==> config.mk <==
export PLATFORM = sky130hd
export DESIGN_NAME = control_unit
export DESIGN_NICKNAME = d
export VERILOG_FILES = /design/src/rtl/k_and_s_pkg.sv /design/src/rtl/control_unit.sv
export SDC_FILE = /design/constraint.sdc
export NUM_CORES = 1
export LEC_CHECK = 0
export BUFFER_PORTS_ARGS = -buffer_cell sky130_fd_sc_hd__buf_2
export CAP_MARGIN = 20
export CORE_MARGIN = 2
export CORE_UTILIZATION = 45
export CTS_CLUSTER_DIAMETER = 50
export DETAILED_ROUTE_END_ITERATION = 10
export GPL_ROUTABILITY_DRIVEN = 0
export PLACE_DENSITY = 0.67
export SLEW_MARGIN = 5
export SYNTH_ARGS = -nofsm -noshare
export SYNTH_HDL_FRONTEND = slang
export SYNTH_SLANG_ARGS = --single-unit
==> constraint.sdc <==
create_clock -name clk -period 4.7 [get_ports clk]
set_clock_uncertainty 0.15 [all_clocks]
set_input_delay 0.94 -clock clk [delete_from_list [all_inputs] [get_ports clk]]
set_output_delay 0.94 -clock clk [all_outputs]
set_load 0.01 [all_outputs]
==> src/rtl/k_and_s_pkg.sv <==
// Shared K&S processor types: the decoded instruction set seen by control_unit and data_path.
package k_and_s_pkg;

    typedef enum logic [3:0] {
        I_NOP,
        I_LOAD,
        I_STORE,
        I_MOVE,
        I_ADD,
        I_SUB,
        I_AND,
        I_OR,
        I_BRANCH,
        I_BZERO,
        I_BNZERO,
        I_BNEG,
        I_BNNEG,
        I_HALT
    } decoded_instruction_type;

endpackage

==> src/rtl/control_unit.sv <==
// K&S processor sequencer: multi-cycle Moore FSM driving all data_path enables/selects.
// Outputs are registered copies of a decode of the next state, so they track the state register exactly.
module control_unit #(
    parameter int unsigned MEM_WAIT = 0
) (
    input  logic                                 clk,
    input  logic                                 rst_n,
    input  k_and_s_pkg::decoded_instruction_type decoded_instruction,
    input  logic                                 zero_op,
    input  logic                                 neg_op,
    output logic                                 branch,
    output logic                                 pc_enable,
    output logic                                 ir_enable,
    output logic                                 addr_sel,
    output logic                                 c_sel,
    output logic [1:0]                           operation,
    output logic                                 write_reg_enable,
    output logic                                 flags_reg_enable,
    output logic                                 ram_write_enable,
    output logic                                 halt
);

    import k_and_s_pkg::*;

    localparam logic [3:0] WAIT_LAST = 4'(MEM_WAIT);

    localparam logic [1:0] OP_OR  = 2'b00;
    localparam logic [1:0] OP_ADD = 2'b01;
    localparam logic [1:0] OP_SUB = 2'b10;
    localparam logic [1:0] OP_AND = 2'b11;

    typedef enum logic [3:0] {
        S_RESET,
        S_FETCH,
        S_DECODE,
        S_LOAD,
        S_STORE,
        S_ALU,
        S_MOVE,
        S_BRANCH,
        S_HALT
    } state_t;

    state_t     state, state_n;
    logic [3:0] cnt, cnt_n;
    logic [1:0] op, op_n;
    logic       last;

    logic       branch_n, pc_enable_n, ir_enable_n, addr_sel_n, c_sel_n;
    logic [1:0] operation_n;
    logic       write_reg_enable_n, flags_reg_enable_n, ram_write_enable_n, halt_n;
    logic       last_n;

    assign last = (cnt == WAIT_LAST);

    // Next-state / wait counter / captured ALU op
    always_comb begin
        state_n = state;
        cnt_n   = cnt;
        op_n    = op;
        case (state)
            S_RESET: begin
                state_n = S_FETCH;
                cnt_n   = '0;
            end
            S_FETCH: begin
                if (last) state_n = S_DECODE;
                else      cnt_n   = cnt + 4'd1;
            end
            S_DECODE: begin
                state_n = S_FETCH;
                cnt_n   = '0;
                case (decoded_instruction)
                    I_NOP:    state_n = S_FETCH;
                    I_LOAD:   state_n = S_LOAD;
                    I_STORE:  state_n = S_STORE;
                    I_MOVE: begin
                        state_n = S_MOVE;
                        op_n    = OP_OR;
                    end
                    I_ADD: begin
                        state_n = S_ALU;
                        op_n    = OP_ADD;
                    end
                    I_SUB: begin
                        state_n = S_ALU;
                        op_n    = OP_SUB;
                    end
                    I_AND: begin
                        state_n = S_ALU;
                        op_n    = OP_AND;
                    end
                    I_OR: begin
                        state_n = S_ALU;
                        op_n    = OP_OR;
                    end
                    I_BRANCH: state_n = S_BRANCH;
                    I_BZERO:  state_n = zero_op  ? S_BRANCH : S_FETCH;
                    I_BNZERO: state_n = !zero_op ? S_BRANCH : S_FETCH;
                    I_BNEG:   state_n = neg_op   ? S_BRANCH : S_FETCH;
                    I_BNNEG:  state_n = !neg_op  ? S_BRANCH : S_FETCH;
                    I_HALT:   state_n = S_HALT;
                    default:  state_n = S_FETCH;
                endcase
            end
            S_LOAD, S_STORE: begin
                if (last) begin
                    state_n = S_FETCH;
                    cnt_n   = '0;
                end else begin
                    cnt_n = cnt + 4'd1;
                end
            end
            S_ALU, S_MOVE, S_BRANCH: begin
                state_n = S_FETCH;
                cnt_n   = '0;
            end
            S_HALT:  state_n = S_HALT;
            default: begin
                state_n = S_RESET;
                cnt_n   = '0;
            end
        endcase
    end

    assign last_n = (cnt_n == WAIT_LAST);

    // Moore output decode of the upcoming state, registered below
    always_comb begin
        branch_n           = 1'b0;
        pc_enable_n        = 1'b0;
        ir_enable_n        = 1'b0;
        addr_sel_n         = 1'b0;
        c_sel_n            = 1'b0;
        operation_n        = OP_OR;
        write_reg_enable_n = 1'b0;
        flags_reg_enable_n = 1'b0;
        ram_write_enable_n = 1'b0;
        halt_n             = 1'b0;
        case (state_n)
            S_FETCH: begin
                addr_sel_n  = 1'b1;
                ir_enable_n = last_n;
            end
            S_DECODE: pc_enable_n = 1'b1;
            S_LOAD: begin
                c_sel_n            = 1'b1;
                write_reg_enable_n = last_n;
            end
            S_STORE: ram_write_enable_n = last_n;
            S_ALU: begin
                operation_n        = op_n;
                write_reg_enable_n = 1'b1;
                flags_reg_enable_n = 1'b1;
            end
            S_MOVE: write_reg_enable_n = 1'b1;
            S_BRANCH: begin
                branch_n    = 1'b1;
                pc_enable_n = 1'b1;
            end
            S_HALT:  halt_n = 1'b1;
            default: halt_n = 1'b0;
        endcase
    end

    always_ff @(posedge clk) begin
        if (!rst_n) begin
            state            <= S_RESET;
            cnt              <= '0;
            op               <= OP_OR;
            branch           <= 1'b0;
            pc_enable        <= 1'b0;
            ir_enable        <= 1'b0;
            addr_sel         <= 1'b0;
            c_sel            <= 1'b0;
            operation        <= OP_OR;
            write_reg_enable <= 1'b0;
            flags_reg_enable <= 1'b0;
            ram_write_enable <= 1'b0;
            halt             <= 1'b0;
        end else begin
            state            <= state_n;
            cnt              <= cnt_n;
            op               <= op_n;
            branch           <= branch_n;
            pc_enable        <= pc_enable_n;
            ir_enable        <= ir_enable_n;
            addr_sel         <= addr_sel_n;
            c_sel            <= c_sel_n;
            operation        <= operation_n;
            write_reg_enable <= write_reg_enable_n;
            flags_reg_enable <= flags_reg_enable_n;
            ram_write_enable <= ram_write_enable_n;
            halt             <= halt_n;
        end
    end

endmodule

==> results.yml <==
outcome:
  outcome: "finished, final reports clean"
layout:
  fin_nets: 155
  post-route-util: 0.532
  insertedDiodeCount: 0
  area_delta_synth_final_pct: 10.7
  drive_above_1_share: 0.203
  finalNonFillerCells: 171
drt:
  dr.pass1.iters: 4
  vias_per_cell: 5.52
  wirelength_microns: 2140
  vias: 944
  wl_per_cell_microns: 12.5
  drt-initial-drc-count: 28
  drtAntennaViolNets: 0
  drt_drc_violations_left: 0
critical_path:
  timing.rr.end: "write_reg_enable$_SDFF_PN0_"
  reg2reg_depth: 9
  critical_path_arrival_ns: 2.80
  reg2reg_from: "cnt[0]$_SDFF_PN0_"
  r2r_slack_ns: 2.05
  worstPathRequired_ns: 4.79
  cp-start-kind: "input pin"
  worstSetupEndpointType: "flip-flop"
  crit_type: "in -> reg"
  cpPeakStageDelay_ns: 0.47
  cp_cell_sequence: "buf_2 -> or2_2 -> a21oi_1 -> or3_1 -> a32oi_1 -> nor4bb_1 -> o221a_2"
  cp_top_family: "simple AND/OR/NAND/NOR gates"
  cp_max_fo: 11
  worst-path-buf-inv: 1
  crit_slowest_cell: "a32oi_1"
timing:
  setup_tns_ns: 0
  hold_violations: 0
  fin_crit_sh: 0.575
  max_freq_mhz: 370
  max_slew_margin: 0.608
  hold_slack_ns: 0.513
  rsz0062_at_grt: "false"
  worst_pin_slew_ns: 0.589
  setup_viol: 0
  report.final.slew_viol_count: 0
  layout_min_cycle_time_ns: 2.70
power_and_ir_drop:
  combinationalPowerShare: 0.272
  netSwitchingFraction: 0.313
  power_mw: 0.357
  powerDensity_nw_per_um2: 304
  seqPwrFrac: 0.508
  p_leak_nw: 0.498
  p_clk_frac: 0.220
  p_sw_mw: 0.112
  ir_worst_vdd_uv: 272
  internal-power_mw: 0.245
place:
  dp.cells: 167
  dp_hpwl_microns: 1630
  io_buffers: 18
floorplanning:
  fp.coreArea_sq_um: 2210
  start_util: 0.480
  ioPinCount: 19
  die-area_sq_um: 2770
  row_count: 17
  die_w_microns: 52.6
  die_h_microns: 52.6
run:
  drv_cap: 0
synthesis:
  ys.flop_type: "dfxtp_1"
  synthesis.area_sq_um: 1060
  synth_enable_flop_cells: 0
  synth_seq_cells: 19
  syn_nets: 139
  synth-seq-area-share: 0.358
  synth_top_area_frac: 0.358
  syn_inst: 128
  ys_warn_count: 0
  yosys.area.top_type: "dfxtp_1"
  synth.area.top_cells: "dfxtp_1, nor2_1, nor2b_1, ha_1, nand2b_1"
  synthArstFlopShare: 0
  post_synth_num_cell_types: 45
  avgSynthCellArea_sq_um: 8.30
min_path:
  hold_path_class: "reg -> reg"
  whs_path_depth: 2
  min_from: "state[1]$_SDFF_PN0_"
  hold_end: "cnt[0]$_SDFF_PN0_"
clocking:
  clkTransAtPathRegs_ns: 0.10
  cts_tree: "yes"
  numCtsBuffers: 3
  clockBufferDepth: 2
  cts_num_sinks: 19
  cts_resized: 0
  post_cts_buffers: 0
  cts_max_level: 1
  clock-root-buffer: "clkbuf_4"
  holdBufCountCts: 0
  insertion_delay_ns: 0.29
grt:
  grt-ovfl-total: 0
  grt_pass1_vias: 867
  antenna_found_initial: 0
  track_usage: 0.182
  grt_max_degree: 12
  grt_pass1_wl_microns: 3730
## synthesized netlist by cell type (2+ instances only)
master     n
dfxtp_1   19
nor2_1    15
inv_1      7
nor2b_1    7
a21oi_1    6
nand3_1    6
clkbuf_1   5
nand2b_1   5
nor3_1     5
and2_1     4
nand2_1    4
a22oi_1    3
ha_1       3
o21ai_0    3
a31oi_1    2
o21ai_1    2
o221a_2    2
or3_1      2
or3b_1     2
## cells by family (layout without fill, tap and decap cells)
group / after synthesis / after routing / synth area share
compound gates: 30 / 30 / 0.201
xor+xnor: 2 / 2 / 0.0165
fa+ha+maj: 3 / 3 / 0.0353
buf+inv: 14 / 29 / 0.0601
flops: 19 / 19 / 0.358
mux: 1 / 1 / 0.00942
simple gates: 59 / 59 / 0.319
## area by class of cell
cell class	count	area (sq um)
fill	223	1040
multi-input combinational	95	618
sequential	19	380
timing repair buffer	18	90.1
tap	28	35.0
clock buffer	4	26.3
inverter	7	26.3
## stage by stage
| stage | setup WS (ns) | instance area (sq um) |
|---|---|---|
| after floorplan | 2.06 | 1060 |
| after global placement | 1.86 | 1150 |
| after detailed placement | 1.74 | 1150 |
| after CTS | 2.03 | 1180 |
| after global routing | 1.78 | 1180 |
| final | 2.00 | 1180 |
## cell usage in the layout, fill, tap and decap left out, types with 2 or more instances in the layout
cell type	instances
inv_1	7
a22oi_1	3
nand2b_1	5
and2_1	4
clkbuf_4	3
o21ai_1	2
or3b_1	2
nand2_1	4
or3_1	2
nor2_1	15
o21ai_0	3
o221a_2	2
nand3_1	6
nor3_1	5
dfxtp_1	19
a21oi_1	6
nor2b_1	7
ha_1	3
a31oi_1	2
buf_2	18
## metal layers
layer	vias up	global-route usage	wire length [microns]
li1	484	-	-
met1	434	0.225	1000
met2	24	0.308	1030
met3	2	0.0514	92
met4	0	0.0470	13
met5	-	0	0
## sequential cells by signal, indices dropped and copies added (netlist names)
register,cells
c_sel,1
ram_write_enable,1
pc_enable,1
branch,1
ir_enable,1
addr_sel,1
flags_reg_enable,1
write_reg_enable,1
cnt,4
halt,1
operation,2
state,4
## worst min-delay path: cells and delay by family (launching register included)
kind            cells  cell delay [ns]
compound gates      1             0.08
flops               1             0.40
buf+inv             1             0.15
## power by group through the flow
stage | sequential, mW | combinational, mW | clock (mW)
after global routing | 0.184 | 0.108 | 0.0897
after detailed placement | 0.185 | 0.0964 | 0
after global placement | 0.185 | 0.0949 | 0
after floorplan | 0.186 | 0.0721 | 0
final | 0.181 | 0.0972 | 0.0786
after CTS | 0.182 | 0.0974 | 0.0812
## worst max path at each step
stage,startpoint,end,slack (ns),depth (start not counted)
after floorplan,decoded_instruction[0],ram_write_enable$_SDFF_PN0_,2.06,7
after global placement,decoded_instruction[0],write_reg_enable$_SDFF_PN0_,1.86,7
after detailed placement,decoded_instruction[0],write_reg_enable$_SDFF_PN0_,1.74,7
after CTS,decoded_instruction[0],write_reg_enable$_SDFF_PN0_,2.03,7
after global routing,decoded_instruction[0],write_reg_enable$_SDFF_PN0_,1.78,7
final,decoded_instruction[0],write_reg_enable$_SDFF_PN0_,2.00,7
No activity file was read; power rests on OpenSTA's default activity.
